<file path="src/rtl/led_blink_ctrl.sv">
// Command-driven LED sequencer: static off/on, continuous blink, or N-blink burst.
// Prescaler ticks pace the phases; commands take effect the cycle after acceptance.
module led_blink_ctrl #(
  parameter int PRESCALE = 50000,
  parameter int HP_W     = 16,
  parameter int CNT_W    = 8
) (
  input  logic             clk,
  input  logic             rst,
  input  logic             cmd_valid,
  output logic             cmd_ready,
  input  logic [1:0]       cmd_mode,
  input  logic [HP_W-1:0]  cmd_half_period,
  input  logic [CNT_W-1:0] cmd_count,
  output logic             led,
  output logic             busy,
  output logic             done
);

  localparam int PC_W = $clog2(PRESCALE);

  typedef enum logic [1:0] {IDLE, BLINK, BURST} state_t;

  state_t           state, state_n;
  logic             led_n, done_n;
  logic [PC_W-1:0]  pc, pc_n;
  logic [HP_W-1:0]  ph, ph_n, hp, hp_n, hp_in;
  logic [CNT_W-1:0] rem, rem_n;
  logic             accept, tick, phase_end;

  assign cmd_ready = (state != BURST);
  assign busy      = (state != IDLE);
  assign accept    = cmd_valid && cmd_ready;
  assign tick      = (state != IDLE) && (pc == PC_W'(PRESCALE - 1));
  assign phase_end = tick && (ph == hp - HP_W'(1));
  assign hp_in     = (cmd_half_period == '0) ? HP_W'(1) : cmd_half_period;

  always_ff @(posedge clk or posedge rst) begin
    if (rst) begin
      state <= IDLE;
      led   <= 1'b0;
      done  <= 1'b0;
      pc    <= '0;
      ph    <= '0;
      hp    <= '0;
      rem   <= '0;
    end else begin
      state <= state_n;
      led   <= led_n;
      done  <= done_n;
      pc    <= pc_n;
      ph    <= ph_n;
      hp    <= hp_n;
      rem   <= rem_n;
    end
  end

  always_comb begin
    state_n = state;
    led_n   = led;
    done_n  = 1'b0;
    pc_n    = pc;
    ph_n    = ph;
    hp_n    = hp;
    rem_n   = rem;

    if (state != IDLE) begin
      pc_n = tick ? '0 : pc + PC_W'(1);
      if (tick) ph_n = phase_end ? '0 : ph + HP_W'(1);
    end

    if (state == BLINK && phase_end) led_n = ~led;

    // A burst cycle is counted off at the end of its low phase.
    if (state == BURST && phase_end) begin
      if (led) begin
        led_n = 1'b0;
      end else if (rem == CNT_W'(1)) begin
        rem_n   = '0;
        state_n = IDLE;
        done_n  = 1'b1;
      end else begin
        rem_n = rem - CNT_W'(1);
        led_n = 1'b1;
      end
    end

    if (accept) begin
      pc_n = '0;
      ph_n = '0;
      case (cmd_mode)
        2'd0: begin
          state_n = IDLE;
          led_n   = 1'b0;
        end
        2'd1: begin
          state_n = IDLE;
          led_n   = 1'b1;
        end
        2'd2: begin
          state_n = BLINK;
          hp_n    = hp_in;
          led_n   = 1'b1;
        end
        default: begin
          if (cmd_count == '0) begin
            state_n = IDLE;
            led_n   = 1'b0;
            done_n  = 1'b1;
          end else begin
            state_n = BURST;
            hp_n    = hp_in;
            rem_n   = cmd_count;
            led_n   = 1'b1;
          end
        end
      endcase
    end
  end

endmodule

</file>
<file path="config.mk">
export PLATFORM = sky130hd
export DESIGN_NAME = led_blink_ctrl
export DESIGN_NICKNAME = d
export VERILOG_FILES = /design/src/rtl/led_blink_ctrl.sv
export SDC_FILE = /design/constraint.sdc
export NUM_CORES = 1
export LEC_CHECK = 0
export BUFFER_PORTS_ARGS = -buffer_cell sky130_fd_sc_hd__clkbuf_2
export CAP_MARGIN = 10
export CORE_MARGIN = 3
export CORE_UTILIZATION = 45
export DETAILED_ROUTE_END_ITERATION = 6
export HOLD_SLACK_MARGIN = 0.02
export PLACE_DENSITY = 0.72
export SLEW_MARGIN = 20
export SYNTH_ARGS = -nofsm -noshare
export SYNTH_HDL_FRONTEND = slang
export SYNTH_SLANG_ARGS = --single-unit
</file>
<file path="constraint.sdc">
create_clock -name clk -period 5.2 [get_ports clk]
set_clock_uncertainty 0.1 [all_clocks]
set_input_delay 1.04 -clock clk [delete_from_list [all_inputs] [get_ports clk]]
set_output_delay 1.04 -clock clk [all_outputs]
set_load 0.01 [all_outputs]
</file>
==> results.sh, run 1 <==
export IMPL_outcome="completed"
export IMPL_h_tree_depth=3
export IMPL_fin_nets=477
export IMPL_holdCritPathClass="reg2reg"
export IMPL_yosysUniqueCellTypes=56
export IMPL_cts_buffers=9
export IMPL_yosysWarnings=0
export IMPL_area_delta_synth_final_pct=12.50
export IMPL_r2r_start="hp[0]"
export IMPL_rr_worst_depth=10
export IMPL_tightest_slew_ns=0.9877
export IMPL_p_leak_nw=1.848
export IMPL_row_count=32
export IMPL_grt_max_degree=61
export IMPL_startpoint_type="flop"
export IMPL_cts_resized=0
export IMPL_synth_area_leader_cell="dfrtp_1"
export IMPL_worst_ir_drop_vdd_uv=99.85
export IMPL_cts_root_buffer="clkbuf_8"
export IMPL_seq_area_mm2=0.001501
export IMPL_drive_gt1_share_pct=18.96
export IMPL_yosys_top_cells_area="dfrtp_1 40%, mux2_2 5.1%, xor2_1 3.9%"
export IMPL_clk_latency_ns=0.34
export IMPL_drt_initial_drc_count=204
export IMPL_port_buffers=32
export IMPL_hold_viol_final=0
export IMPL_post_dp_hpwl_um=6170
export IMPL_cts_tree="yes"
export IMPL_cp_data_arrival_time_ns=3.96
export IMPL_post_route_min_period_ns=3.858
export IMPL_power_density_mw_per_mm2=227.4
export IMPL_synthFlopType="dfrtp_1"
export IMPL_async_flop_share_pct=100.0
export IMPL_grt_pass1_vias=3015
export IMPL_relSlewSlack_pct=33.54
export IMPL_grt_setup_unrepaired="no"
export IMPL_r2r_end="rem[3]"
export IMPL_cts_setup_buffers=0
export IMPL_fin_crit_sh_pct=74.19
export IMPL_vias=3141
export IMPL_place_ws_ns=1.532
export IMPL_multiInputGateArea_mm2=0.002193
export IMPL_ys_seq_area_share_pct=39.70
export IMPL_setup_tns_ns=0
export IMPL_path_class="reg2reg"
export IMPL_worstPathMaxFanout=8
export IMPL_ys_ff_latch=60
export IMPL_max_stage_delay_ns=0.87
export IMPL_setup_violations=0
export IMPL_end_kind="flop"
export IMPL_grt_antenna_before_repair=0
export IMPL_synth_area_per_cell_um2=9.293
export IMPL_cts_hold_buf=0
export IMPL_clk_path_buf_depth=2
export IMPL_clkSlewWorstSetupHoldPaths_ns=0.08
export IMPL_gp_congestion=0.8460
export IMPL_ant_nets=0
export IMPL_crit_path_top_delay_cell="nor4_1"
export IMPL_die_x_um=97.68
export IMPL_via_per_inst=5.763
export IMPL_drv_cap=0
export IMPL_r2r_slack_ns=1.34
export IMPL_fmax_mhz=259.2
export IMPL_syn_inst=407
export IMPL_start_util_pct=47.71
export IMPL_holdPathEnd="ph[15]"
export IMPL_die_area_mm2=0.009541
export IMPL_hold_path_depth=1
export IMPL_synthMostInstantiatedCell="dfrtp_1"
export IMPL_synth_edf_count=0
export IMPL_overflow=0
export IMPL_wl_um=8544
export IMPL_synth_common_cells="60 x dfrtp_1, 34 x nand2_1, 30 x nor2_1"
export IMPL_slew_viol_final=0
export IMPL_wire_per_inst_um=15.68
export IMPL_grt_pass1_wl_um=14720
export IMPL_postLayoutSetupSlackWorst_ns=1.342
export IMPL_fillCellCount=734
export IMPL_critPathRequiredTime_ns=5.30
export IMPL_worstHoldStart="ph[15]"
export IMPL_clock_sinks=60
export IMPL_core_area_mm2=0.007928
export IMPL_path_cells="inv_1 > ha_1 > nor3b_1 > a21boi_0 > nor4_1 > nand4_1 > nor4_1 > nand3_1 > o21ai_0 > o21ai_0"
export IMPL_die_y_um=97.68
export IMPL_synth_top_area_share_pct=39.70
export IMPL_drc=0
export IMPL_antenna_cells=0
export IMPL_pin_count=33
export IMPL_syn_nets=446
export IMPL_drt_pass1_iter_count=5
export IMPL_synth_area_mm2=0.003782
export IMPL_track_usage_pct=18.78
critical path: cells and delay by family, from the launching register on:
| family | cells | cell delay [ns] |
|---|---|---|
| fa+ha+maj | 1 | 0.25 |
| flops | 1 | 0.44 |
| simple gates | 5 | 2.12 |
| buf+inv | 1 | 0.08 |
| compound gates | 3 | 0.74 |
area by class of cell:
cell class | count | share of cell area, %
repair buffers | 34 | 4.116
clock inverters | 5 | 1.764
clock buffers | 11 | 3.323
inverters | 11 | 0.9703
flip-flops and latches | 60 | 35.28
multi-input cells | 322 | 51.54
well taps | 102 | 2.999
worst max path at each step:
stage                     endpoint  slack (ns)         from
after detailed placement    rem[3]        1.53        hp[0]
after floorplan              hp[2]        2.01  cmd_mode[0]
after global routing        rem[3]        1.03        hp[0]
final                       rem[3]        1.34        hp[0]
after CTS                   rem[3]        1.50        hp[0]
after global placement      rem[3]        1.71        hp[0]
flip-flops by register name, summed over array words and instances, names as in the netlist:
register and cells:
rem 8, hp 16, pc 16, led 1, ph 16, done 1
state 2
per-stage QoR:
step / std cells / hold slack, ns / util [%] / power (W) / instance area, µm²
2_1_floorplan: 407 / 0.3719 / - / 0.0004869 / 3782
3_3_place_gp: 529 / 0.4191 / 50.85 / 0.0005056 / 4031
3_5_place_dp: 529 / 0.4254 / 50.85 / 0.0005069 / 4031
4_1_cts: 545 / 0.4421 / 53.58 / 0.0009790 / 4248
5_1_grt: 545 / 0.4547 / 53.68 / 0.001004 / 4255
6_report: 545 / 0.4398 / 53.68 / 0.0009676 / 4255
cell usage in the layout (no fill, tap or decap), types with 7 or more instances in the layout:
| master | count |
|---|---|
| nand3_1 | 17 |
| inv_1 | 10 |
| nor3_1 | 12 |
| nor2_1 | 30 |
| o211ai_1 | 7 |
| and3_1 | 11 |
| clkbuf_8 | 10 |
| a21oi_1 | 19 |
| nor4_1 | 11 |
| nand2b_1 | 14 |
| xor2_1 | 17 |
| nand2_1 | 34 |
| nand4_1 | 11 |
| mux2_2 | 17 |
| dfrtp_1 | 60 |
| a31oi_1 | 15 |
| xnor2_1 | 15 |
| clkbuf_2 | 32 |
| ha_1 | 10 |
| o21ai_0 | 14 |
per-layer routing:
metal,global-route usage (%),vias to the layer above,routed length (µm)
li1,-,1559,-
met1,25.94,1502,4056
met2,29.78,71,4070
met3,4.882,9,347
met4,3.940,0,70
met5,0,-,0
power breakdown:
group | switching [W] | internal, W | total [W] | leakage [nW]
Clock | 0.000190 | 0.000281 | 0.000471 | 0.113
Sequential | 0 | 0.000467 | 0.000467 | 0.803
Combinational | 0.0000195 | 0.0000110 | 0.0000305 | 0.931
Total | 0.000209 | 0.000758 | 0.000968 | 1.85
cell families after synthesis:
logic type,share of synthesized area [%]
DFF,39.70
and+or+nand+nor,27.36
buffers and inverters,2.779
muxes,5.590
AOI/OAI and AO/OA,13.86
xor gates and xnor gates,7.410
adders and majority gates,3.308
Power figures use the tool's default switching activity.
==> run 2, diff against run 1 <==
==> constraint.sdc (replaced) <==
create_clock -name clk -period 4.04 [get_ports clk]
set_clock_uncertainty 0.1 [all_clocks]
set_input_delay 0.808 -clock clk [delete_from_list [all_inputs] [get_ports clk]]
set_output_delay 0.808 -clock clk [all_outputs]
set_load 0.01 [all_outputs]
==> run 2 against run 1 <==
Compared with the run above: clock-buffer cell count is 2 higher; clock power is 3% higher; flip-flop and latch count stayed put; cell count is 0.18% lower; sequential power is 29% higher; maximum frequency is 2.4% higher; wire length is 0.62% higher; non-clock buffer count stayed put; register-to-register slack worse by 1.1 ns; via count is 2.5% higher; worst hold slack worse by 0.038 ns; power is 16% higher; highest routed layer unchanged.
==> results.sh, run 2 (synthesis gave the netlist of run 1 again) <==
export IMPL_outcome="completed"
export IMPL_setup_tns_ns=0
export IMPL_die_y_um=97.68
export IMPL_gp_congestion=0.8438
export IMPL_critPathTopFamily="simple AND/OR/NAND/NOR gates"
export IMPL_grt_setup_unrepaired="no"
export IMPL_end_kind="flop"
export IMPL_fin_nets=477
export IMPL_drive_gt1_share_pct=18.55
export IMPL_track_usage_pct=18.69
export IMPL_grt_pass1_vias=3078
export IMPL_path_cells="inv_1 > ha_1 > xnor2_1 > xnor2_1 > nor3_1 > nand4_1 > nor4_1 > nand3_1 > o21ai_0 > o21ai_0"
export IMPL_fillCellCount=745
export IMPL_post_dp_hpwl_um=6429
export IMPL_via_per_inst=5.915
export IMPL_h_tree_depth=3
export IMPL_grt_max_degree=36
export IMPL_drv_cap=0
export IMPL_cts_setup_buffers=0
export IMPL_sw_frac_of_total_pct=23.00
export IMPL_vias=3218
export IMPL_cp_data_arrival_time_ns=3.87
export IMPL_startpoint_type="flop"
export IMPL_cts_root_buffer="clkbuf_8"
export IMPL_holdCritPathClass="in2async"
export IMPL_crit_buf_inv=1
export IMPL_cts_resized=0
export IMPL_clkSlewWorstSetupHoldPaths_ns=0.07
export IMPL_grt_antenna_before_repair=0
export IMPL_critPathRequiredTime_ns=4.14
export IMPL_port_buffers=32
export IMPL_drc=0
export IMPL_hold_viol_final=0
export IMPL_worst_ir_drop_vdd_uv=136.0
export IMPL_slew_viol_final=0
export IMPL_worstPathMaxFanout=8
export IMPL_postLayoutSetupSlackWorst_ns=0.2738
export IMPL_start_util_pct=47.71
export IMPL_max_stage_delay_ns=0.85
export IMPL_r2r_start="hp[0]"
export IMPL_power_density_mw_per_mm2=267.3
export IMPL_cts_buffers=9
export IMPL_p_int_w=0.0008661
export IMPL_post_route_min_period_ns=3.766
export IMPL_layout_commonest_cell="dfrtp_1"
export IMPL_switching_power_w=0.0002586
export IMPL_clk_latency_ns=0.34
export IMPL_area_delta_synth_final_pct=11.25
export IMPL_grt_pass1_wl_um=14860
export IMPL_fin_crit_sh_pct=93.22
export IMPL_place_ws_ns=0.4243
export IMPL_seqPwrFrac_pct=53.4
export IMPL_multiInputGateArea_mm2=0.002193
export IMPL_p_clk_share_pct=43.1
export IMPL_tightest_slew_ns=1.014
export IMPL_overflow=0
export IMPL_die_x_um=97.68
export IMPL_crit_path_top_delay_cell="nor4_1"
export IMPL_wire_per_inst_um=15.80
export IMPL_total_power_w=0.001125
export IMPL_setup_violations=0
export IMPL_clock_sinks=60
export IMPL_combPwrFrac_pct=3.5
export IMPL_cts_tree="yes"
export IMPL_path_class="reg2reg"
export IMPL_drt_initial_drc_count=183
export IMPL_wl_um=8597
export IMPL_rr_worst_depth=10
export IMPL_row_count=32
export IMPL_relSlewSlack_pct=32.24
export IMPL_drt_pass1_iter_count=4
export IMPL_core_area_mm2=0.007928
export IMPL_cts_hold_buf=0
export IMPL_pin_count=33
export IMPL_ant_nets=0
export IMPL_mostFrequentLayoutCells="60 x dfrtp_1, 34 x nand2_1, 32 x clkbuf_2"
export IMPL_fmax_mhz=265.5
export IMPL_antenna_cells=0
export IMPL_die_area_mm2=0.009541
export IMPL_top_regs="hp (16), pc (16), ph (16)"
export IMPL_r2r_slack_ns=0.27
export IMPL_p_leak_nw=1.824
export IMPL_r2r_end="rem[3]"
export IMPL_clk_path_buf_depth=2
export IMPL_seq_area_mm2=0.001501
==> run 2: changes by cell type in the layout (fill, tap and decap cells not counted) <==
| cell | previous run | this run |
|---|---|---|
| bufinv_16 | 2 | 0 |
| clkbuf_1 | 1 | 2 |
| clkbuf_8 | 10 | 11 |
| clkinv_2 | 3 | 2 |
==> run 2: worst max path at each step <==
stage             end  slack (ns)   from  cells after the start
2_1_floorplan  rem[2]        0.91  hp[0]                     10
3_3_place_gp   rem[3]        0.55  hp[0]                     10
3_5_place_dp   rem[3]        0.42  hp[0]                     10
4_1_cts        rem[3]        0.41  hp[0]                     10
5_1_grt        rem[3]       0.009  hp[1]                     10
6_report       rem[3]        0.27  hp[0]                     10
==> run 2: per-stage QoR <==
stage	instance area (µm²)	utilization [%]	hold slack [ns]	instances
after global placement	4031	50.85	0.4186	529
after global routing	4208	53.08	0.4291	544
after floorplan	3782	-	0.3719	407
final	4208	53.08	0.4016	544
after CTS	4200	52.98	0.4120	544
after detailed placement	4031	50.85	0.4370	529
==> run 2: layer usage <==
metal / track usage (%) / wire length, µm
met5: 0 / 0
met4: 6.177 / 121
met3: 3.230 / 394
met2: 29.68 / 3981
met1: 25.85 / 4099
==> run 2: layout make-up <==
class,count,share of cell area (%)
timing repair buffer,34,4.163
clock buffer,13,3.776
inverter,11,0.9813
multi-input combinational,322,52.13
clock inverter,2,0.2379
tap,102,3.033
sequential,60,35.68
==> run 2: power by group through the flow <==
stage / clock, W / sequential (W) / combinational [W]
2_1_floorplan: 0 / 0.000612 / 0.0000147
3_3_place_gp: 0 / 0.000612 / 0.0000389
3_5_place_dp: 0 / 0.000612 / 0.0000402
4_1_cts: 0.000495 / 0.000601 / 0.0000406
5_1_grt: 0.000525 / 0.000600 / 0.0000451
6_report: 0.000484 / 0.000601 / 0.0000396
